`src/rtl/median_pkg.sv`:
```
// Shared constants and unsigned rank helpers for the 3x3 window rank filter.
// Helpers work on MAX_WIDTH-bit values; callers zero-extend and truncate.
package median_pkg;

  localparam int unsigned LATENCY   = 2;
  localparam int unsigned MAX_WIDTH = 16;

  localparam logic [1:0] MODE_MEDIAN = 2'd0;
  localparam logic [1:0] MODE_MIN    = 2'd1;
  localparam logic [1:0] MODE_MAX    = 2'd2;

  typedef logic [MAX_WIDTH-1:0] pixT;

  function automatic pixT min2(input pixT a, input pixT b);
    return (a < b) ? a : b;
  endfunction

  function automatic pixT max2(input pixT a, input pixT b);
    return (a < b) ? b : a;
  endfunction

  function automatic pixT min3(input pixT a, input pixT b, input pixT c);
    return min2(min2(a, b), c);
  endfunction

  function automatic pixT max3(input pixT a, input pixT b, input pixT c);
    return max2(max2(a, b), c);
  endfunction

endpackage

```
`src/rtl/sort3_net.sv`:
```
// Combinational three-input sorter: unsigned min, median and max.
module sort3_net #(
  parameter int unsigned WIDTH = 8
) (
  input  logic [WIDTH-1:0] iA,
  input  logic [WIDTH-1:0] iB,
  input  logic [WIDTH-1:0] iC,
  output logic [WIDTH-1:0] oMin,
  output logic [WIDTH-1:0] oMed,
  output logic [WIDTH-1:0] oMax
);

  logic [WIDTH-1:0] lo1, hi1, upper;

  always_comb begin
    lo1   = (iA < iB) ? iA : iB;
    hi1   = (iA < iB) ? iB : iA;
    oMin  = (lo1 < iC) ? lo1 : iC;
    // upper is max(lo1, c); the median is the smaller of it and hi1
    upper = (lo1 < iC) ? iC : lo1;
    oMed  = (upper < hi1) ? upper : hi1;
    oMax  = (upper < hi1) ? hi1 : upper;
  end

endmodule

```
`src/rtl/median3x3_core.sv`:
```
// Pipelined 3x3 window rank filter: median, erosion (min) or dilation (max)
// over the last three sorted columns, result two edges after the completing column.
module median3x3_core
  import median_pkg::*;
#(
  parameter int unsigned WIDTH = 8
) (
  input  logic             iClk,
  input  logic             iRst_n,
  input  logic             iValid,
  input  logic             iSol,
  input  logic [1:0]       iMode,
  input  logic [WIDTH-1:0] iNumA,
  input  logic [WIDTH-1:0] iNumB,
  input  logic [WIDTH-1:0] iNumC,
  output logic             oValid,
  output logic [WIDTH-1:0] oNum
);

  if (WIDTH < 1 || WIDTH > MAX_WIDTH) begin : gBadWidth
    $error("median3x3_core: WIDTH out of range");
  end

  // Stage W: sorted column window, index 0 is the newest column
  logic [WIDTH-1:0] colL, colM, colH;
  logic [WIDTH-1:0] winLQ [3];
  logic [WIDTH-1:0] winMQ [3];
  logic [WIDTH-1:0] winHQ [3];
  logic [1:0]       cntQ, cntD;
  logic             wfull;
  logic             fullQ;
  logic [1:0]       modeQ;

  // Stage 2 registers
  logic [WIDTH-1:0] loMaxQ, midMedQ, hiMinQ, allMinQ, allMaxQ;
  logic [WIDTH-1:0] loMaxD, midMedD, hiMinD, allMinD, allMaxD;
  logic             s2ValidQ;
  logic [1:0]       s2ModeQ;

  // Stage 3 select
  logic [WIDTH-1:0] finalMed, selNum;

  logic [WIDTH-1:0] midMin, midMax, finMin, finMax;
  logic             unusedSort;

  sort3_net #(.WIDTH(WIDTH)) colSort (
    .iA   (iNumA),
    .iB   (iNumB),
    .iC   (iNumC),
    .oMin (colL),
    .oMed (colM),
    .oMax (colH)
  );

  always_comb begin
    if (iSol) begin
      cntD = 2'd1;
    end else if (cntQ == 2'd3) begin
      cntD = 2'd3;
    end else begin
      cntD = cntQ + 2'd1;
    end
    wfull = iValid && (cntD == 2'd3);
  end

  always_ff @(posedge iClk or negedge iRst_n) begin
    if (!iRst_n) begin
      for (int i = 0; i < 3; i++) begin
        winLQ[i] <= '0;
        winMQ[i] <= '0;
        winHQ[i] <= '0;
      end
      cntQ  <= 2'd0;
      fullQ <= 1'b0;
      modeQ <= MODE_MEDIAN;
    end else begin
      if (iValid) begin
        winLQ[2] <= winLQ[1];
        winMQ[2] <= winMQ[1];
        winHQ[2] <= winHQ[1];
        winLQ[1] <= winLQ[0];
        winMQ[1] <= winMQ[0];
        winHQ[1] <= winHQ[0];
        winLQ[0] <= colL;
        winMQ[0] <= colM;
        winHQ[0] <= colH;
        cntQ     <= cntD;
        modeQ    <= iMode;
      end
      fullQ <= wfull;
    end
  end

  sort3_net #(.WIDTH(WIDTH)) midSort (
    .iA   (winMQ[0]),
    .iB   (winMQ[1]),
    .iC   (winMQ[2]),
    .oMin (midMin),
    .oMed (midMedD),
    .oMax (midMax)
  );

  always_comb begin
    loMaxD  = WIDTH'(max3(pixT'(winLQ[0]), pixT'(winLQ[1]), pixT'(winLQ[2])));
    hiMinD  = WIDTH'(min3(pixT'(winHQ[0]), pixT'(winHQ[1]), pixT'(winHQ[2])));
    allMinD = WIDTH'(min3(pixT'(winLQ[0]), pixT'(winLQ[1]), pixT'(winLQ[2])));
    allMaxD = WIDTH'(max3(pixT'(winHQ[0]), pixT'(winHQ[1]), pixT'(winHQ[2])));
  end

  always_ff @(posedge iClk or negedge iRst_n) begin
    if (!iRst_n) begin
      loMaxQ   <= '0;
      midMedQ  <= '0;
      hiMinQ   <= '0;
      allMinQ  <= '0;
      allMaxQ  <= '0;
      s2ValidQ <= 1'b0;
      s2ModeQ  <= MODE_MEDIAN;
    end else begin
      s2ValidQ <= fullQ;
      if (fullQ) begin
        loMaxQ  <= loMaxD;
        midMedQ <= midMedD;
        hiMinQ  <= hiMinD;
        allMinQ <= allMinD;
        allMaxQ <= allMaxD;
        s2ModeQ <= modeQ;
      end
    end
  end

  sort3_net #(.WIDTH(WIDTH)) finalSort (
    .iA   (loMaxQ),
    .iB   (midMedQ),
    .iC   (hiMinQ),
    .oMin (finMin),
    .oMed (finalMed),
    .oMax (finMax)
  );

  // Mode 3 is reserved and falls back to the median
  always_comb begin
    case (s2ModeQ)
      MODE_MIN: selNum = allMinQ;
      MODE_MAX: selNum = allMaxQ;
      default:  selNum = finalMed;
    endcase
  end

  always_ff @(posedge iClk or negedge iRst_n) begin
    if (!iRst_n) begin
      oValid <= 1'b0;
      oNum   <= '0;
    end else begin
      oValid <= s2ValidQ;
      if (s2ValidQ) begin
        oNum <= selNum;
      end
    end
  end

  assign unusedSort = ^{midMin, midMax, finMin, finMax};

endmodule

```
`config.mk`:
```
export PLATFORM = sky130hd
export DESIGN_NAME = median3x3_core
export DESIGN_NICKNAME = d
export VERILOG_FILES = /design/src/rtl/median_pkg.sv /design/src/rtl/sort3_net.sv /design/src/rtl/median3x3_core.sv
export SDC_FILE = /design/constraint.sdc
export NUM_CORES = 1
export LEC_CHECK = 0
export BUFFER_PORTS_ARGS = -buffer_cell sky130_fd_sc_hd__buf_2
export CORE_ASPECT_RATIO = 1.4
export CORE_MARGIN = 4
export CORE_UTILIZATION = 55
export DETAILED_ROUTE_END_ITERATION = 8
export GPL_ROUTABILITY_DRIVEN = 0
export MAX_ROUTING_LAYER = met4
export PLACE_DENSITY = 0.68
export SKIP_LAST_GASP = 1
export SLEW_MARGIN = 20
export SYNTH_ARGS = -nofsm -noshare
export SYNTH_HDL_FRONTEND = slang
export SYNTH_SLANG_ARGS = --single-unit
```
`constraint.sdc`:
```
create_clock -name iClk -period 12.5 [get_ports iClk]
set_input_delay 1.875 -clock iClk [delete_from_list [all_inputs] [get_ports iClk]]
set_output_delay 1.875 -clock iClk [all_outputs]
set_load 0.05 [all_outputs]
```
* Word-level counts from Yosys, hierarchy flattened
Cells that the tools add are included.
** Storage, ports and cells
- Bits in registers :: 129
** Cells by class
- Add/subtract/negate cells :: 1
- Magnitude comparators :: 15
- Equal/unequal tests :: 4
- Muxes and demuxes :: 25
- Reductions and logical operators :: 1
** Operators by type and width (number)
- 8-bit two-way mux :: 22
- 8-bit < comparator :: 15
- 8-bit one-hot mux with 2 select lines :: 1
- 2-bit == test (second input constant) :: 3
- 2-bit two-way mux :: 2
- 2-bit by 1-bit adder with 2-bit output (second input constant) :: 1
- 2-bit by 1-bit == test with 1-bit output (second input constant) :: 1
- 1-bit logical AND :: 1

* Depth between registers and ports, before layout
- Depth in word-level cells :: 7
- Depth in mapped cells :: 28

* Cells and area by module
From an unflattened synthesis, not the netlist that was laid out.
** Second synthesis, totals
- Cell total of the unflattened synthesis :: 1033
- Area total of the unflattened synthesis :: 10103.4 sq um
** Modules (own cells, without submodules)
- median3x3_core :: instances 1, cells an instance 579, area an instance 6698.9 sq um, seq. area each 3228.1 sq um
- sort3_net at colSort ... :: instances 2, cells an instance 149, area an instance 1118.6 sq um, seq. area each 0.0 sq um
- sort3_net at midSort :: instances 1, cells an instance 156, area an instance 1167.4 sq um, seq. area each 0.0 sq um

* Worst setup path before layout
Ideal clock, no wire load.
- Path type :: input port to flip-flop
- Start point :: input port iNumB[2]
- End point :: register winHQ[18] (netlist name)
- Setup time :: 77 ps
- Arrival time :: 6749 ps
- Required time :: 12423 ps
- Setup slack :: 5674 ps
- Cell stages on the path :: 26
- Buffers on the path :: 4
- Cell sequence :: inv_1 ha_1 a211oi_1 o21ai_1 a21oi_2 clkbuf_1 nand2_1 o21ai_0 ha_1 a21oi_1 o21ai_0 or4_1 and3_1 buf_2 buf_6 mux2i_1 inv_1 ha_1 nand4_1 o22ai_1 nor2_1 o21a_1 a21oi_1 buf_6 mux2_2 a21oi_1
** Between the ends
- Longest elaborated chain between the ends :: 6
- Elaborated cells on any way between the ends :: 7
- Classes of those cells :: 3 x order compare; 4 x mux
** Ends and longest elaborated chain
- start: declaration :: line median3x3_core.sv:14 : input logic [WIDTH-1:0] iNumB,
- 8-bit < comparator :: line sort3_net.sv:16, sort3_net.sv:17
- 8-bit two-way mux :: line sort3_net.sv:16 : lo1 = (iA < iB) ? iA : iB;
- 8-bit < comparator :: line sort3_net.sv:20 : upper = (lo1 < iC) ? iC : lo1;
- 8-bit two-way mux :: line sort3_net.sv:20
- 8-bit < comparator :: line sort3_net.sv:22 : oMax = (upper < hi1) ? hi1 : upper;
- 8-bit two-way mux (*) :: line sort3_net.sv:22
- end: declaration :: line median3x3_core.sv:28 : logic [WIDTH-1:0] winHQ [3];
Mark *: on every way between the ends. The rest lies on a longest branch, timed or not.
A chain may end at the register's enable or synchronous reset.

* Worst setup path in the final report
- Start point :: input port iNumB[2]
- End point :: register winHQ[20] (netlist name)
The elaborated chain is that of the path after synthesis.

==> flow_metrics.tcl <==
set metrics [dict create \
    worstReg2RegEnd "oNum[6]" \
    clock_sinks 129 \
    worstHoldPathCells 1 \
    cts_buffers 17 \
    syn_area_um2 9610 \
    synth_ff_type "dfrtp_1" \
    grt_max_degree 110 \
    drive_gt1_frac 0.152 \
    first_pass_iters 5 \
    io_buffers 38 \
    hold_path_class "reg2reg" \
    synth_top_family_by_area "compound AO/OA/AOI/OAI gates" \
    cp.buffers_inverters 5 \
    setup_viol 0 \
    period_share 0.612 \
    synthMuxAreaShare 0.135 \
    p_per_area_nw_per_um2 302 \
    cts_resized 0 \
    start_kind "input pin" \
    yosys.area.top_type "dfrtp_1" \
    drt_iter0_drc 501 \
    initial_core_util 0.567 \
    cp.arrival_ns 8.00 \
    synth-adder-area-share 0.139 \
    clk_pin_slew_worst_paths_ns 0.06 \
    dp_hpwl_um 17400 \
    reg2reg_slack_ns 6.11 \
    clock_path_buffers 2 \
    reg2regPathDepth 21 \
    r2r_start "midMedQ[2]" \
    grt_setup_unrepaired "false" \
    cp_slowest_cell "a21oi_2" \
    yosysSeqAreaShare 0.336 \
    worst_path_largest_cell_delay_ns 0.86 \
    grt-ovfl-total 0 \
    seqCellArea_um2 3230 \
    coreArea_um2 17000 \
    syn_inst 1052 \
    clock_tree.root_cell "clkbuf_16" \
    finalPower_mw 3.19 \
    ys_ff_latch 129 \
    async_reset_ff_frac 1.00 \
    drcViolationCount 0 \
    slew_violations 0 \
    grt_use_total 0.252 \
    syn_area_per_cell_um2 9.13 \
    io_pins 39 \
    grt_pass1_vias 7553 \
    synth-compound-area-share 0.194 \
    tightestPinTransition_ns 1.08 \
    cts_tree "built" \
    fmax_mhz 131 \
    synth_nets 1189 \
    path_max_fanout 25 \
    crit_required_ns 12.85 \
    wl_um 22900 \
    whs_ns 0.500 \
    final_cell_mix "dfrtp_1, inv_1, ha_1" \
    synth_warnings 0 \
    num-nets-final 1201 \
    die_w_um 120 \
    min_from "oNum[2]" \
    fill_cells 1516 \
    irDropWorstVdd_mv 0.122 \
    holdPathEnd "oNum[2]" \
    die_h_um 164 \
    worst_skew_pair.late_latency_ns 0.42 \
    synth-simple-area-share 0.124 \
    ant_nets 0 \
    cts_hold_buf 0 \
    fin_util 0.621 \
    min_period_ns 7.65 \
    n_antenna_cell 0 \
    crit_type "in2reg" \
    synth_top_area_share 0.336 \
    leakage_nw 4.98 \
    end_kind "register" \
    grt_pass1_wl_um 38300 \
    cp_top_family "compound AO/OA/AOI/OAI gates" \
    ys_top_cells_by_area "dfrtp_1, ha_1, mux2_2, inv_1, o21ai_0" \
    cts_htree_levels 4 \
    via_per_inst 5.87 \
    vias 7684 \
    synth_xor_area_frac 0 \
    synth-edff-count 0 \
    multi_input_area_um2 5690 \
    cpMostUsedCell "a21oi_1" \
    setup-tns-final_ns 0 \
    maxCapViolations 0 \
    final_common_cell "dfrtp_1" \
    dieArea_um2 19700 \
    fp-row-count 56 \
    area_growth_pct 9.64 \
    status "finished, final reports clean" \
    synth_cell_types 66 \
    postCtsSetupBuffers 0 \
    fin_skew_ns 0.00800 \
    wl_per_cell_um 17.5 \
    max_slew_margin 0.281 \
    hold_violations 0 \
    antenna_found_initial 0 \
]
==> cells in the mapped netlist (5+ instances only) <==
| master | n |
|---|---|
| a211oi_1 | 6 |
| a21o_1 | 20 |
| a21oi_1 | 52 |
| a22oi_1 | 11 |
| a31oi_1 | 9 |
| and3_1 | 10 |
| buf_1 | 7 |
| buf_2 | 6 |
| clkbuf_1 | 31 |
| dfrtp_1 | 129 |
| ha_1 | 107 |
| inv_1 | 120 |
| mux2_2 | 67 |
| mux2_4 | 7 |
| mux2i_1 | 44 |
| nand2_1 | 102 |
| nand2b_1 | 13 |
| nand3_1 | 29 |
| nand4_1 | 15 |
| nor2_1 | 44 |
| nor3_1 | 6 |
| nor3b_1 | 8 |
| o21a_1 | 5 |
| o21ai_0 | 90 |
| o221ai_1 | 35 |
| o311ai_0 | 8 |
| o32a_1 | 7 |
==> area by class of cell <==
type	count	area share
clock inverter	12	0.0175
inverter	120	0.0428
multi-input combinational	752	0.540
timing repair buffer	44	0.0232
sequential	129	0.307
clock buffer	20	0.0424
tap	232	0.0276
==> stage by stage <==
stage	cell area (um2)	cells	setup slack [ns]
floorplan	9610	1052	5.67
global placement	9900	1277	4.55
detailed placement	9900	1277	4.45
CTS	10500	1309	4.86
global route	10500	1309	4.24
finish	10500	1309	4.85
==> registers in the layout, indices dropped and copies added (netlist names) <==
register	flops
s2ModeQ	2
modeQ	2
cntQ	2
s2ValidQ	1
oNum	8
winHQ	24
winLQ	24
oValid	1
allMaxQ	8
hiMinQ	8
loMaxQ	8
winMQ	24
allMinQ	8
fullQ	1
midMedQ	8
==> where the power goes <==
| part | switching, mW | total (mW) | internal [mW] |
|---|---|---|---|
| logic | 1.14 | 1.96 | 0.819 |
| registers | 0.137 | 0.695 | 0.558 |
| clock network | 0.195 | 0.536 | 0.340 |
| total | 1.47 | 3.19 | 1.72 |
==> per-layer routing <==
layer,track usage,part of all wire
met3,0.0380,0.028
met5,-,0
met4,0.0855,0.025
met2,0.429,0.51
met1,0.309,0.44
==> worst max path at each step <==
stage                     startpoint        end  cells past startpoint
after floorplan             iNumB[2]  winHQ[18]                     26
after global placement      iNumA[2]  winHQ[20]                     24
after detailed placement    iNumB[2]  winHQ[20]                     25
after CTS                   iNumB[2]  winHQ[20]                     25
after global routing        iNumB[2]  winHQ[20]                     25
final                       iNumB[2]  winHQ[20]                     25
==> cells by family (layout without fill, tap and decap cells) <==
group | after synthesis | count (layout)
buf+inv | 171 | 196
compound gates | 278 | 278
fa+ha+maj | 107 | 107
flops | 129 | 129
mux | 118 | 118
simple gates | 249 | 249
(Power assumes the default switching activity.)
